## src/rtl/agc_pkg.sv

```systemverilog
// agc_pkg: ALU op codes, datapath mux encodings, mapped-register addresses, default widths.
// Latency: n/a (definitions only).
// Backpressure: n/a.
package agc_pkg;

  localparam int W_DEF  = 16;
  localparam int AW_DEF = 12;

  // ALU operations on X (left) and Y (right)
  typedef enum logic [2:0] {
    OP_AD   = 3'd0,
    OP_SU   = 3'd1,
    OP_MASK = 3'd2,
    OP_MP0  = 3'd3,
    OP_MP1  = 3'd4,
    OP_DV0  = 3'd5,
    OP_DV1  = 3'd6,
    OP_NONE = 3'd7
  } alu_op_e;

  // Single-bit source selects
  localparam logic B_SRC_RD   = 1'b0, B_SRC_ALU  = 1'b1;
  localparam logic G_SRC_RD   = 1'b0, G_SRC_A    = 1'b1;
  localparam logic LP_SRC_A   = 1'b0, LP_SRC_ALU = 1'b1;
  localparam logic MADDR_Z    = 1'b0, MADDR_B    = 1'b1;
  localparam logic MDATA_A    = 1'b0, MDATA_G    = 1'b1;

  // Two-bit source selects
  localparam logic [1:0] A_SRC_RD = 2'd0, A_SRC_ALU = 2'd1, A_SRC_NG = 2'd2, A_SRC_G  = 2'd3;
  localparam logic [1:0] Q_SRC_A  = 2'd0, Q_SRC_G   = 2'd1, Q_SRC_Z  = 2'd2, Q_SRC_ALU = 2'd3;
  localparam logic [1:0] X_SRC_RD = 2'd0, X_SRC_Z   = 2'd1, X_SRC_A  = 2'd2, X_SRC_B  = 2'd3;
  localparam logic [1:0] Z_SRC_G  = 2'd0, Z_SRC_ALU = 2'd1, Z_SRC_B  = 2'd2, Z_SRC_Q  = 2'd3;

  // Y source select; codes 5..7 also give zero
  localparam logic [2:0] Y_SRC_ZERO = 3'd0, Y_SRC_A = 3'd1, Y_SRC_ONE = 3'd2,
                         Y_SRC_NA   = 3'd3, Y_SRC_RD = 3'd4;

  // Addresses 0..3 alias central registers instead of memory
  localparam logic [1:0] MAP_A = 2'd0, MAP_LP = 2'd1, MAP_Q = 2'd2, MAP_Z = 2'd3;

endpackage

```

## src/rtl/agc_alu.sv

```systemverilog
// agc_alu: combinational ALU on X/Y (ones'-complement add/sub, mask, multiply, divide).
// Latency: 0 cycles, purely combinational.
// Backpressure: none.
// Ports: x, y (operands), op (alu_op_e code), result.
module agc_alu
  import agc_pkg::*;
#(
  parameter int W = W_DEF
) (
  input  logic [W-1:0] x,
  input  logic [W-1:0] y,
  input  logic [2:0]   op,
  output logic [W-1:0] result
);

  logic [W:0]     w_sum;
  logic [W:0]     w_dif;
  logic [2*W-1:0] w_prod;
  logic [W-1:0]   w_quo;
  logic [W-1:0]   w_rem;
  logic           w_div0;

  // Carry out of the raw sum is folded back in (end-around carry). The folded add
  // can never carry again, and all-ones (-0) stays all-ones.
  assign w_sum  = {1'b0, x} + {1'b0, y};
  assign w_dif  = {1'b0, x} + {1'b0, ~y};
  assign w_prod = {{W{1'b0}}, x} * {{W{1'b0}}, y};

  // Divide by zero saturates the quotient and passes the dividend through as remainder
  assign w_div0 = (y == '0);
  assign w_quo  = w_div0 ? '1 : x / y;
  assign w_rem  = w_div0 ? x  : x % y;

  always_comb begin
    result = '0;
    case (alu_op_e'(op))
      OP_AD:   result = w_sum[W-1:0] + {{(W-1){1'b0}}, w_sum[W]};
      OP_SU:   result = w_dif[W-1:0] + {{(W-1){1'b0}}, w_dif[W]};
      OP_MASK: result = x & y;
      OP_MP0:  result = w_prod[W-1:0];
      OP_MP1:  result = w_prod[2*W-1:W];
      OP_DV0:  result = w_rem;
      OP_DV1:  result = w_quo;
      default: result = '0;
    endcase
  end

endmodule

```

## src/rtl/agc_datapath.sv

```systemverilog
// agc_datapath: AGC register file (A, LP, G, Q, B, X, Y, Z) + ALU + memory port, driven by control pulses.
// Latency: one clk edge from pulse to visible register; memory strobe/address are combinational.
// Backpressure: none; every pulse word is applied on the next edge.
// Ports: clk/rst; *_wr write pulses; *_mux source selects; alu_op; mem_* memory port;
//        opcode/qc (B[14:12]/B[11:10]) to the sequencer; acc = A for debug.
module agc_datapath
  import agc_pkg::*;
#(
  parameter int             W        = W_DEF,
  parameter int             AW       = AW_DEF,
  parameter logic [AW-1:0]  RESET_PC = 12'h800
) (
  input  logic          clk,
  input  logic          rst,
  input  logic          mem_wr,
  input  logic          lp_wr,
  input  logic          g_wr,
  input  logic          q_wr,
  input  logic          b_wr,
  input  logic          a_wr,
  input  logic          y_wr,
  input  logic          x_wr,
  input  logic          z_wr,
  input  logic          maddr_mux,
  input  logic          mdata_mux,
  input  logic          lp_mux,
  input  logic          g_mux,
  input  logic          b_mux,
  input  logic [1:0]    q_mux,
  input  logic [1:0]    a_mux,
  input  logic [1:0]    x_mux,
  input  logic [1:0]    z_mux,
  input  logic [2:0]    y_mux,
  input  logic [2:0]    alu_op,
  output logic [AW-1:0] mem_addr,
  output logic [W-1:0]  mem_wdata,
  output logic          mem_we,
  input  logic [W-1:0]  mem_rdata,
  output logic [2:0]    opcode,
  output logic [1:0]    qc,
  output logic [W-1:0]  acc
);

  logic [W-1:0]  r_a, r_lp, r_g, r_q, r_b, r_x, r_y;
  logic [AW-1:0] r_z;

  logic [AW-1:0] w_addr;
  logic [W-1:0]  w_wdata;
  logic [W-1:0]  w_z_ext;
  logic [W-1:0]  w_rd;
  logic [W-1:0]  w_alu;
  logic          w_mapped;
  logic          w_map_wr;
  logic [W-1:0]  w_a_src, w_q_src, w_x_src, w_y_src;
  logic [AW-1:0] w_z_src;

  agc_alu #(.W(W)) u_alu (
    .x      (r_x),
    .y      (r_y),
    .op     (alu_op),
    .result (w_alu)
  );

  assign w_z_ext  = {{(W-AW){1'b0}}, r_z};
  assign w_addr   = (maddr_mux == MADDR_B) ? r_b[AW-1:0] : r_z;
  assign w_wdata  = (mdata_mux == MDATA_G) ? r_g : r_a;
  assign w_mapped = (w_addr[AW-1:2] == '0);
  assign w_map_wr = mem_wr & w_mapped;

  assign mem_addr  = w_addr;
  assign mem_wdata = w_wdata;
  // External strobe only for non-register addresses; suppressed while in reset
  assign mem_we    = mem_wr & ~w_mapped & ~rst;
  assign opcode    = r_b[14:12];
  assign qc        = r_b[11:10];
  assign acc       = r_a;

  // Read bus: low addresses alias central registers
  always_comb begin
    w_rd = mem_rdata;
    if (w_mapped) begin
      case (w_addr[1:0])
        MAP_A:   w_rd = r_a;
        MAP_LP:  w_rd = r_lp;
        MAP_Q:   w_rd = r_q;
        default: w_rd = w_z_ext;
      endcase
    end
  end

  always_comb begin
    w_a_src = w_rd;
    case (a_mux)
      A_SRC_ALU: w_a_src = w_alu;
      A_SRC_NG:  w_a_src = ~r_g;
      A_SRC_G:   w_a_src = r_g;
      default:   w_a_src = w_rd;
    endcase

    w_q_src = r_a;
    case (q_mux)
      Q_SRC_G:   w_q_src = r_g;
      Q_SRC_Z:   w_q_src = w_z_ext;
      Q_SRC_ALU: w_q_src = w_alu;
      default:   w_q_src = r_a;
    endcase

    w_x_src = w_rd;
    case (x_mux)
      X_SRC_Z: w_x_src = w_z_ext;
      X_SRC_A: w_x_src = r_a;
      X_SRC_B: w_x_src = r_b;
      default: w_x_src = w_rd;
    endcase

    w_y_src = '0;
    case (y_mux)
      Y_SRC_A:   w_y_src = r_a;
      Y_SRC_ONE: w_y_src = {{(W-1){1'b0}}, 1'b1};
      Y_SRC_NA:  w_y_src = ~r_a;
      Y_SRC_RD:  w_y_src = w_rd;
      default:   w_y_src = '0;
    endcase

    w_z_src = r_g[AW-1:0];
    case (z_mux)
      Z_SRC_ALU: w_z_src = w_alu[AW-1:0];
      Z_SRC_B:   w_z_src = r_b[AW-1:0];
      Z_SRC_Q:   w_z_src = r_q[AW-1:0];
      default:   w_z_src = r_g[AW-1:0];
    endcase
  end

  // A register's own write pulse takes priority over a mapped memory write to it
  always_ff @(posedge clk) begin
    if (rst) begin
      r_a  <= '0;
      r_lp <= '0;
      r_g  <= '0;
      r_q  <= '0;
      r_b  <= '0;
      r_x  <= '0;
      r_y  <= '0;
      r_z  <= RESET_PC;
    end else begin
      if (a_wr)                                  r_a <= w_a_src;
      else if (w_map_wr && w_addr[1:0] == MAP_A) r_a <= w_wdata;

      if (lp_wr)                                  r_lp <= (lp_mux == LP_SRC_ALU) ? w_alu : r_a;
      else if (w_map_wr && w_addr[1:0] == MAP_LP) r_lp <= w_wdata;

      if (q_wr)                                  r_q <= w_q_src;
      else if (w_map_wr && w_addr[1:0] == MAP_Q) r_q <= w_wdata;

      if (z_wr)                                  r_z <= w_z_src;
      else if (w_map_wr && w_addr[1:0] == MAP_Z) r_z <= w_wdata[AW-1:0];

      if (g_wr) r_g <= (g_mux == G_SRC_A) ? r_a : w_rd;
      if (b_wr) r_b <= (b_mux == B_SRC_ALU) ? w_alu : w_rd;
      if (x_wr) r_x <= w_x_src;
      if (y_wr) r_y <= w_y_src;
    end
  end

endmodule
```

## config.mk

```make
export PLATFORM = sky130hd
export DESIGN_NAME = agc_datapath
export DESIGN_NICKNAME = d
export VERILOG_FILES = /design/src/rtl/agc_pkg.sv /design/src/rtl/agc_alu.sv /design/src/rtl/agc_datapath.sv
export SDC_FILE = /design/constraint.sdc
export NUM_CORES = 2
export LEC_CHECK = 0
export ABC_AREA = 1
export ABC_CLOCK_PERIOD_IN_PS = 31700
export CAP_MARGIN = 15
export CORE_ASPECT_RATIO = 0.8
export CORE_MARGIN = 2
export CORE_UTILIZATION = 55
export CTS_CLUSTER_SIZE = 28
export DETAILED_ROUTE_END_ITERATION = 8
export DONT_BUFFER_PORTS = 1
export PLACE_DENSITY_LB_ADDON = 0.05
export RECOVER_POWER = 50
export SLEW_MARGIN = 30
export SYNTH_ARGS = -nofsm -noshare
export SYNTH_HDL_FRONTEND = slang
export SYNTH_SLANG_ARGS = --single-unit
```

## constraint.sdc

```tcl
create_clock -name clk -period 31.7 [get_ports clk]
set_input_delay 4.755 -clock clk [delete_from_list [all_inputs] [get_ports clk]]
set_output_delay 4.755 -clock clk [all_outputs]
set_load 0.05 [all_outputs]
```

==> reports/qor.csv <==
stage,metric,value,unit
outcome,status,finished with violations,
outcome,violations,"max-capacitance violations, max-slew violations",
sta,period_minus_slack,28.67,ns
sta,tightest_slew,1.772,ns
global_route,grt_pass1_vias,25410,
route,post-route-drc-count,0,
sta,max-slew-margin-rel,-19.40,%
synth,synth_edf_count,0,
job,maxCapViolCount,4,
sta,rsz0062_at_grt,true,
synth,synthArstFlopShare,0,%
die,rows,71,
sta,skew,0.01135,ns
cells_and_area,most-common-layout-cells,"nand2_1 (1171), inv_1 (671), a21oi_1 (332)",
synth,synthCells,4121,
route,routed_wl,98280,µm
global_route,grt_pass1_wl,149700,µm
route,drt-vias-per-instance,5.940,
route,drtAntennaViolNets,0,
cells_and_area,antennaDiodeCount,0,
synth,syn_avg_cell_area,6.367,µm²
sta,finalHoldViolCount,0,
clocking,root_buffer,clkbuf_16,
die,die_h,199.4,µm
setup_path,crit_required,32.07,ns
global_route,grt_use_total,39.57,%
die,ios,96,
cells_and_area,drive_gt1_share,5.543,%
die,fp.dieW,248.2,µm
die,fp.dieArea,49480,µm²
setup_path,crit_type,reg -> reg,
global_route,grt_max_degree,66,
clocking,clkLatencyLatePin,0.44,ns
die,core_area,47080,µm²
sta,fmax,34.88,MHz
global_route,antenna_found_initial,0,
clocking,cts_tree,built,
cells_and_area,nNetsFinal,4570,
cells_and_area,synthToLayoutAreaGrowth,5.164,%
synth,synth_nets,4645,
synth,yosys_warnings,0,
global_route,gr-total-overflow,0,
route,vias,27790,
cells_and_area,final_common_cell,nand2_1,
clocking,cts.clk_slew.worst_paths,0.07,ns
setup_path,max_stage_delay,0.58,ns
setup_path,crit_slowest_cell,o31ai_2,
setup_path,worstPathArrival,29.04,ns
synth,ys_ff_latch,124,
setup_path,endpoint_kind,flip-flop,
synth,ys_seq_area_share,9.461,%
clocking,h-tree-depth,4,
sta,fin_crit_sh,90.45,%
placement,portBuffers,0,
sta,setup_viol,0,
clocking,cts_hold_buf,0,
placement,gp_congestion,1.045,
worst_hold_path,hp-class,reg -> reg,
route,drtPass1Iterations,6,
sta,finalSetupTns,0,ns
route,drtIter0Drc,3533,
die,start_util,55.73,%
placement,dp_hpwl,74860,µm
sta,holdWs,0.4691,ns
synth,syn_area,26240,µm²
setup_path,crit_path_max_fanout,24,
sta,slew_violations,9,
synth,synthDistinctLibCells,69,
clocking,cts_buffer_depth,2,
setup_path,cp_common_cell,nand2_1,
setup_path,start_kind,flip-flop,
setup_path,cp_top_family,simple AND/OR/NAND/NOR gates,
clocking,numCtsBuffers,17,
synth,ys.flop_type,dfxtp_1,
clocking,cts_sinks,124,
setup_path,crit_buf_inv,22,
route,wl_per_cell,21.00,µm
## sequential cells by signal, summed over array words and instances (netlist names)
name and cells:
r_lp 16, r_b 16, r_y 16, r_x 16, r_z 12, r_q 16, acc 16, r_g 16
## path summary, 6_finish.rpt
| check | from | end | slack (ns) | cells after the start |
|---|---|---|---|---|
| worst max register to register | r_x[1]$_SDFFE_PP0P_ | r_q[2]$_SDFFE_PP0P_ | 3.03 | 197 |
| worst max-delay path | r_x[1]$_SDFFE_PP0P_ | r_q[2]$_SDFFE_PP0P_ | 3.03 | 197 |
| worst min-delay path | r_y[4]$_SDFFE_PP0P_ | r_y[4]$_SDFFE_PP0P_ | 0.47 | 2 |
| worst min register to register | r_y[4]$_SDFFE_PP0P_ | r_y[4]$_SDFFE_PP0P_ | 0.47 | 2 |
## metal layers
layer  GRT usage (%)  wire length (µm)  up-vias  part of all wire, %
met4           14.09              3990        0                  4.1
met1           56.41             41660    12720                   42
met2           57.47             39770     1649                   40
met5               0                 0        -                    0
li1                -                 -    13150                    -
met3           10.01             12860      276                   13
## through the flow
| stage | util (%) | instance area, µm² | setup WS (ns) | std cells |
|---|---|---|---|---|
| 2_1_floorplan | - | 26240 | 7.312 | 4121 |
| 3_3_place_gp | 56.97 | 26820 | 2.165 | 4637 |
| 3_5_place_dp | 57.03 | 26850 | 1.288 | 4637 |
| 4_1_cts | 58.33 | 27470 | 1.164 | 4669 |
| 5_1_grt | 58.61 | 27590 | -0.07200 | 4679 |
| 6_report | 58.61 | 27590 | 3.027 | 4679 |
## synthesized netlist by cell type (all sizes together), types with 41 or more instances
cell type  instances  share of area (%)
a21oi            339                6.5
ha               281                 13
clkbuf           131                1.9
xor2              77                2.6
buf               47               0.98
nand2           1182                 17
o21ai            326                6.3
inv              685                9.8
nand3            163                3.2
nor3              41               0.86
nor2             162                2.5
dfxtp            124                9.5
or2               45                1.1
fa               197                 15
## logic make-up (layout without fill, tap and decap cells)
group           count (synthesis)  count (layout)  share of synthesized area, %
flops                         124             124                         9.461
xor+xnor                      110             110                         3.700
compound gates                887             887                         19.58
buf+inv                       873             811                         12.81
simple gates                 1649            1649                         26.02
fa+ha+maj                     478             478                         28.43
## area by class of cell
class / count / area (µm²)
flip-flops and latches: 124 / 2485
repair buffers: 84 / 594.3
multi-input cells: 3124 / 20480
clock inverters: 15 / 190.2
clock buffers: 17 / 425.4
well taps: 620 / 775.7
inverters: 695 / 2640
fillers: 4702 / 19490
## tightest hold or removal path, delay by kind of cell (launching register included)
family	cells	cell delay [ns]
AOI/OAI and AO/OA	1	0.05
DFF	1	0.31
and+or+nand+nor	1	0.06
## timing repair
item / 4_1_cts / 5_1_grt
buffers inserted: 0 / 10
setup endpoints to repair: 0 / 76
gates resized for setup: 0 / 23
Power is left out: the tool's default activity adds up to more than one toggle a clock period on the data nets, which glitch-free logic cannot reach.
